--- src/rtl/addsub_chunked.sv ---
`default_nettype none
// ============================================================================
//  Module      : addsub_chunked
//  Description : Chunk-serial adder/subtractor. It adds CHUNK bits per clock
//                and registers the status flags. Operands are accepted over a
//                valid/ready handshake. The result is returned over a second
//                valid/ready handshake.
//  Revision    : 1.0  initial release
// ----------------------------------------------------------------------------
//  Ports
//    clk, rst_n           clock, asynchronous active-low reset
//    in_valid / in_ready  operand handshake (in_ready high only in IDLE)
//    x, y, sub            operands; sub=1 selects z = x - y
//    out_valid/out_ready  result handshake (out_valid high only in DONE)
//    z                    result modulo 2^WIDTH
//    sign, zero, carry,   status flags for z (carry=1 on sub means no borrow,
//    parity, overflow     parity=1 for even number of ones)
// ============================================================================
module addsub_chunked #(
    parameter int WIDTH = 16,   // multiple of CHUNK, >= 2
    parameter int CHUNK = 4
) (
    input  logic             clk,
    input  logic             rst_n,
    input  logic             in_valid,
    output logic             in_ready,
    input  logic [WIDTH-1:0] x,
    input  logic [WIDTH-1:0] y,
    input  logic             sub,
    output logic             out_valid,
    input  logic             out_ready,
    output logic [WIDTH-1:0] z,
    output logic             sign,
    output logic             zero,
    output logic             carry,
    output logic             parity,
    output logic             overflow
);

    localparam int N  = WIDTH / CHUNK;
    localparam int IW = (N > 1) ? $clog2(N) : 1;

    typedef enum logic [1:0] {
        S_IDLE = 2'd0,
        S_BUSY = 2'd1,
        S_DONE = 2'd2
    } state_t;

    state_t           r_state;
    logic [WIDTH-1:0] r_a;      // operand A, shifted right one chunk per cycle
    logic [WIDTH-1:0] r_b;      // effective operand B (already inverted for sub)
    logic [WIDTH-1:0] r_res;    // result shift register, filled from the top
    logic             r_carry;
    logic [IW-1:0]    r_idx;

    logic [CHUNK:0]   w_sum;
    logic [WIDTH-1:0] w_full;

    // The current chunk always sits in the low CHUNK bits of r_a / r_b.
    assign w_sum = {1'b0, r_a[CHUNK-1:0]} + {1'b0, r_b[CHUNK-1:0]}
                 + {{CHUNK{1'b0}}, r_carry};

    // Result register after this cycle's chunk is inserted at the top. On the
    // last chunk this is the complete result.
    assign w_full = (r_res >> CHUNK)
                  | (WIDTH'(w_sum[CHUNK-1:0]) << (WIDTH - CHUNK));

    assign in_ready  = (r_state == S_IDLE);
    assign out_valid = (r_state == S_DONE);

    always_ff @(posedge clk or negedge rst_n) begin
        if (!rst_n) begin
            r_state  <= S_IDLE;
            r_a      <= '0;
            r_b      <= '0;
            r_res    <= '0;
            r_carry  <= 1'b0;
            r_idx    <= '0;
            z        <= '0;
            sign     <= 1'b0;
            zero     <= 1'b0;
            carry    <= 1'b0;
            parity   <= 1'b0;
            overflow <= 1'b0;
        end else begin
            case (r_state)
                S_IDLE: begin
                    if (in_valid) begin
                        r_a     <= x;
                        r_b     <= sub ? ~y : y;
                        // Subtraction is x + ~y + 1; the +1 enters as carry-in.
                        r_carry <= sub;
                        r_idx   <= '0;
                        r_state <= S_BUSY;
                    end
                end
                S_BUSY: begin
                    r_a     <= r_a >> CHUNK;
                    r_b     <= r_b >> CHUNK;
                    r_res   <= w_full;
                    r_carry <= w_sum[CHUNK];
                    r_idx   <= r_idx + 1'b1;
                    if (r_idx == IW'(N - 1)) begin
                        // The low chunk of r_a / r_b now holds the operand MSBs.
                        z        <= w_full;
                        sign     <= w_full[WIDTH-1];
                        zero     <= (w_full == '0);
                        carry    <= w_sum[CHUNK];
                        parity   <= ~^w_full;
                        overflow <= (r_a[CHUNK-1] == r_b[CHUNK-1])
                                  & (w_full[WIDTH-1] != r_a[CHUNK-1]);
                        r_state  <= S_DONE;
                    end
                end
                S_DONE: begin
                    if (out_ready) begin
                        r_state <= S_IDLE;
                    end
                end
                default: r_state <= S_IDLE;
            endcase
        end
    end

endmodule
`default_nettype wire

--- config.mk ---
export PLATFORM = sky130hd
export DESIGN_NAME = addsub_chunked
export DESIGN_NICKNAME = d
export VERILOG_FILES = /design/src/rtl/addsub_chunked.sv
export SDC_FILE = /design/constraint.sdc
export NUM_CORES = 1
export LEC_CHECK = 0
export ABC_AREA = 1
export CORE_MARGIN = 8
export CORE_UTILIZATION = 59
export CTS_BUF_LIST = sky130_fd_sc_hd__clkbuf_8
export DETAILED_ROUTE_END_ITERATION = 10
export PLACE_DENSITY = 0.95
export SYNTH_ARGS = -nofsm -noshare
export SYNTH_HDL_FRONTEND = slang
export SYNTH_SLANG_ARGS = --single-unit
--- constraint.sdc ---
create_clock -name clk -period 3.95 [get_ports clk]
set_input_delay 0.79 -clock clk [delete_from_list [all_inputs] [get_ports clk]]
set_output_delay 0.79 -clock clk [all_outputs]
set_load 0.005 [all_outputs]
==> reports/results.txt, run 1 <==
First-pass iteration count of the detailed router = 4
Peak Freq = 0.419 GHz
DRC = 0
Row Count = 27
R2r setup slk = 1560 ps
Cell mode on critical path = nand2_1
Design Area, Final = 0.00417 mm²
Setup TNS = 0 ps
Final nets = 478
YS warnings = 0
DP Area = 0.00399 mm²
Reg2reg path depth = 14
Top-area cell type share of the netlist area = 50.6%
Die Outline Area = 0.00848 mm²
Vias/cell = 5.43
Layout cells sized above 1 = 9.01%
Area contributors post-synth = dfrtp_1 51%, nand2_1 13%, xnor2_1 4.4%, ha_1 4.0%, inv_1 4.0%
Hold Violations, Final = 0
Core footprint = 0.00554 mm²
Horiz. Die Dim = 92.1 µm
Relative slew slack = 41.5%
Starting density of the core = 61.6%
Largest net degree at the start of global routing = 41
Critical path peak fanout = 3
Post-DP HPWL = 5540 µm
Mapped Avg Cell Area = 9.20 µm²
Final setup viols = 0
RSZ-0062 raised after global routing = false
Leak pwr = 0.00198 µW
Worst path max stage delay = 560 ps
Tmin final = 2390 ps
WP data required = 4180 ps
Mapped Cells = 371
Tcrit/Tclk final = 60.4%
Worst R2R Start = r_a[0]
GRT Total Usage = 19.0%
Cts bufs inserted = 9
CTS Hold Bufs = 0
PwrDens = 900 mW/mm²
Starting DRC count in detailed routing = 187
Worst skew pair latency = 340 ps
Via count = 2,742
PortBufs = 59
Initial antenna violation count = 0
N_diodes = 0
Layout Area Growth over Synthesis = 22.2%
Buf/Inv on CP = 4
Slew Limit Fails = 0
Clk slew on worst S/H paths = 70 ps
Crit path cell chain = inv_1 > fa_1 > fa_1 > ha_1 > inv_1 > nand3_1 > nand2_1 > inv_1 > nand2_1 > nand2_1 > inv_1 > nand2_1 > nand3_1 > nand2_1
Post-CTS Resized = 0
Area leader, netlist = dfrtp_1
FF+latch count, synth = 69
Postcts setup bufs = 0
Critical path class = reg -> reg
Number of H-tree levels = 3
HP Class = in -> async
Critical Path End Type = flip-flop
Clock tree root buffer cell = clkbuf_8
Clock sinks = 69
Longest Clk Path Bufs = 2
Worst reg2reg endpoint = parity
Netlist cell types = 31
CTS tree = done
Mapped cell area = 0.00341 mm²
Max-Cap Viols = 0
DRT Wirelength = 7530 µm
RD Place Congestion = 0.823
Final ANT Viol Nets = 0
Die H = 92.1 µm
First-pass GRT wire length = 13,100 µm
Peak supply drop = 0.525 mV
Grt total ovfl = 0
Worst-path cell with the longest stage delay = fa_1
CP startpoint = r_a[0]
CP arrival = 2620 ps
Syn_nets = 421
Crit start category = flip-flop
WL/cell = 14.9 µm
Crit-path leading delay family = adder cells
Ports = 60
Clk_skew = 6.47 ps
Status = completed
Worst-Margin Slew = 874 ps
Number of global-route vias before repair = 2,919
Sequential share of the synthesized area = 50.6%
## cell usage in the layout (no fill, tap or decap), types with 7 or more instances in the layout
cell	synthesis	layout
nand2_1	118	118
dfrtp_1	69	69
clkdlybuf4s50_1	0	58
inv_1	36	39
nand3_1	23	23
xnor2_1	17	17
o21ai_0	14	14
o21ai_2	14	14
ha_1	11	11
o211ai_1	9	9
clkbuf_8	0	9
nor2_1	8	8
o21ai_1	7	7
## worst register-to-register path, cell delays in order, from the launching register on
cell	delay, ps
dfrtp_1	320
inv_1	70
fa_1	450
fa_1	560
ha_1	270
inv_1	60
nand3_1	60
nand2_1	80
inv_1	50
nand2_1	50
nand2_1	60
inv_1	60
nand2_1	50
nand3_1	70
nand2_1	50
## power breakdown
group | internal [µW] | switching (µW)
logic | 799 | 1210
registers | 1030 | 177
clock network | 284 | 257
total | 2110 | 1640
## sequential cells by signal, summed over array words and instances, names as in the netlist
name and flops:
r_a 16, r_b 16, z 16, r_res 12, r_idx 2, r_state 2, carry 1, overflow 1
parity 1, r_carry 1, zero 1
## metal layers
| layer | up-vias | GRT usage [%] | wire, µm |
|---|---|---|---|
| met5 | - | 0 | 0 |
| met4 | 0 | 10.1 | 289 |
| met3 | 27 | 5.62 | 448 |
| met2 | 99 | 31.9 | 3840 |
| met1 | 1302 | 21.3 | 2950 |
| li1 | 1314 | - | - |
## per-stage QoR
step           worst slack (ps)  total power (µW)  util [%]  instances  hold slack, ps
2_1_floorplan              1750              2650         -        371             449
3_3_place_gp               1650              3050      72.0        489             462
3_5_place_dp               1600              3220      72.0        489             468
4_1_cts                    1570              3770      75.3        505             485
5_1_grt                    1440              4100      75.3        505             505
6_report                   1560              3760      75.3        505             477
## cell usage after synthesis
library cell / number
or2_1: 1
clkinv_2: 1
ha_1: 11
nor2_2: 2
nand3_1: 23
nor2_1: 8
a22o_1: 4
nand2_8: 1
o221ai_1: 6
o31ai_1: 1
nand2_1: 118
a22oi_1: 1
dfrtp_1: 69
inv_1: 36
a21oi_1: 4
buf_2: 4
inv_6: 1
a32o_1: 1
nand2_4: 2
clkbuf_1: 1
o21ai_2: 14
o21ai_0: 14
inv_2: 2
clkbuf_4: 1
o211ai_1: 9
o21ai_1: 7
nand4_1: 1
xnor2_1: 17
fa_1: 2
buf_6: 6
buf_4: 3
## layout make-up
class	instances	area [µm²]
Inverter	40	156
Fill cell	423	1370
Multi-Input combinational cell	247	1420
Clock buffer	9	124
Clock inverter	7	60.1
Sequential cell	69	1730
Timing Repair Buffer	61	601
Tap cell	72	90.1
## worst max-delay path by stage
stage	to	slack [ps]	cells past startpoint
floorplan	parity	1750	14
global placement	r_b[1]	1650	3
global route	parity	1440	14
detailed placement	r_b[0]	1600	3
CTS	in_ready	1570	2
finish	parity	1560	14
## cell families (layout without fill, tap and decap cells)
| family | Yosys count | after routing | share of synthesized area [%] |
|---|---|---|---|
| xor gates and xnor gates | 17 | 17 | 4.36 |
| buffers and inverters | 55 | 117 | 8.13 |
| AOI/OAI and AO/OA | 61 | 61 | 12.5 |
| DFF | 69 | 69 | 50.6 |
| adders and majority gates | 13 | 13 | 5.20 |
| and+or+nand+nor | 156 | 156 | 19.2 |
No activity file was read; power rests on OpenSTA's default activity.
==> inputs of run 2 (changes only) <==
--- a/config.mk
+++ b/config.mk
@@ -7,7 +7,7 @@
 export LEC_CHECK = 0
 export ABC_AREA = 1
 export CORE_MARGIN = 8
-export CORE_UTILIZATION = 59
+export CORE_UTILIZATION = 55
 export CTS_BUF_LIST = sky130_fd_sc_hd__clkbuf_8
 export DETAILED_ROUTE_END_ITERATION = 10
 export PLACE_DENSITY = 0.95
==> constraint.sdc (replaced) <==
create_clock -name clk -period 2.4 [get_ports clk]
set_input_delay 0.48 -clock clk [delete_from_list [all_inputs] [get_ports clk]]
set_output_delay 0.48 -clock clk [all_outputs]
set_load 0.005 [all_outputs]
==> run 2 against run 1 <==
  * Die area grew 6.0%
  * Utilization down 4.6 points
  * Non-clock buffer count rose by 3
  * Largest cell class unchanged
  * Via count rose by 2.6%
  * Register-to-register slack worse by 1500 ps
  * Setup slack got worse by 1500 ps
  * Largest power group unchanged
  * Sequential share of layout area down 0.36 points
==> reports/results.txt, run 2 (synthesized netlist as in run 1, its figures left out) <==
Status = completed
Non-Filler Instances = 511
Number of H-tree levels = 3
Cts bufs inserted = 9
Worst skew pair latency = 350 ps
Number of global-route vias before repair = 2,969
Starting DRC count in detailed routing = 106
CTS tree = done
Crit start category = flip-flop
First-pass GRT wire length = 13,200 µm
Critical Path End Type = flip-flop
Dpl cells = 494
Final setup viols = 0
DRT Wirelength = 7860 µm
Starting density of the core = 57.3%
R2r setup slk = 60 ps
Die Outline Area = 0.00899 mm²
Final ANT Viol Nets = 0
CP arrival = 2580 ps
First-pass iteration count of the detailed router = 5
Critical path peak fanout = 2
Reg2reg path depth = 14
Max-Cap Viols = 0
Clk_skew = 7.80 ps
Peak Freq = 0.428 GHz
Peak supply drop = 0.888 mV
Initial antenna violation count = 0
DP Area = 0.00402 mm²
Die H = 94.8 µm
Post-DP HPWL = 5670 µm
Worst R2R Start = r_carry
Via count = 2,814
Ports = 60
Layout Area Growth over Synthesis = 23.3%
Longest Clk Path Bufs = 2
RD Place Congestion = 0.872
Critical path class = reg -> reg
Leak pwr = 0.00197 µW
Tcrit/Tclk final = 97.4%
Hold_ws = 152 ps
Clock sinks = 69
PortBufs = 59
PwrDens = 1510 mW/mm²
WP data required = 2640 ps
Worst path max stage delay = 580 ps
Worst-Margin Slew = 662 ps
WL/cell = 15.4 µm
Clock tree root buffer cell = clkbuf_8
HP Class = in -> async
Slew Limit Fails = 0
Hold Violations, Final = 0
GRT Total Usage = 18.8%
Final nets = 481
Vias/cell = 5.51
Regs by FF count = r_a (16), r_b (16), z (16)
Horiz. Die Dim = 94.8 µm
Largest net degree at the start of global routing = 43
Total Power = 6360 µW
N_diodes = 0
Grt total ovfl = 0
Clk slew on worst S/H paths = 80 ps
Crit-path leading delay family = adder cells
Tmin final = 2340 ps
Buf/Inv on CP = 4
Crit path cell chain = inv_1 > fa_2 > fa_2 > ha_4 > inv_1 > nand3_1 > nand2_2 > inv_1 > nand2_1 > nand2_1 > inv_1 > nand2_1 > nand3_1 > nand2_1
Core footprint = 0.00596 mm²
Most common cell after layout, fill and taps aside = nand2_1
Layout cells sized above 1 = 11.0%
Worst reg2reg endpoint = parity
Relative slew slack = 55.9%
Worst-path cell with the longest stage delay = fa_2
DRC = 0
Most frequent cells in the layout = 117 x nand2_1, 69 x dfrtp_1, 58 x clkdlybuf4s50_1
Row Count = 28
Design Area, Final = 0.00421 mm²
## run 2: final cells by class
class,count,area (µm²)
clock buffers,9,124
clock inverters,7,42.5
fillers,439,1750
inverters,40,156
multi-input cells,247,1430
flip-flops and latches,69,1730
well taps,75,93.8
repair buffers,64,636
## run 2: metrics by stage
step           utilization [%]  setup TNS [ps]  worst slack [ps]
4_1_cts                   70.3               0              16.7
3_3_place_gp              67.4               0               142
5_1_grt                   70.7           -8.65             -8.65
2_1_floorplan                -               0               203
3_5_place_dp              67.4               0              14.1
6_report                  70.7               0              62.3
## run 2: repair_timing
action | 4_1_cts | 5_1_grt
hold buffers | 0 | 0
setup endpoints to repair | 1 | 1
gates resized for setup | 0 | 4
setup buffers | 1 | 0
pin swaps | 1 | 2
## run 2: report_power, final
part	switching, µW	internal [µW]	total, µW	leakage (µW)
Sequential	296	1700	1990	0.000879
Clock	451	368	819	0.0000866
Combinational	2110	1430	3550	0.00101
Total	2860	3500	6360	0.00197
## run 2: metal layers
| layer | share of wire [%] | wire (µm) | global-route usage (%) |
|---|---|---|---|
| met1 | 39 | 3030 | 20.6 |
| met4 | 4.3 | 337 | 13.7 |
| met3 | 6.5 | 513 | 4.21 |
| met2 | 51 | 3970 | 31.6 |
| met5 | 0 | 0 | 0 |
## run 2: worst max path at each step
stage / to / slack [ps] / start / cells past startpoint
after floorplan: parity / 200 / r_a[0] / 14
after global routing: parity / -9 / r_carry / 14
after detailed placement: parity / 10 / r_a[0] / 14
after global placement: parity / 140 / r_a[0] / 14
after CTS: parity / 20 / r_a[0] / 14
final: parity / 60 / r_carry / 14
## run 2: worst register-to-register path: stages (launching register included)
cell     delay, ps
dfrtp_1        320
inv_1           60
fa_2           410
fa_2           580
ha_4           210
inv_1           50
nand3_1        100
nand2_2        110
inv_1           50
nand2_1         60
nand2_1         60
inv_1           60
nand2_1         50
nand3_1         60
nand2_1         50
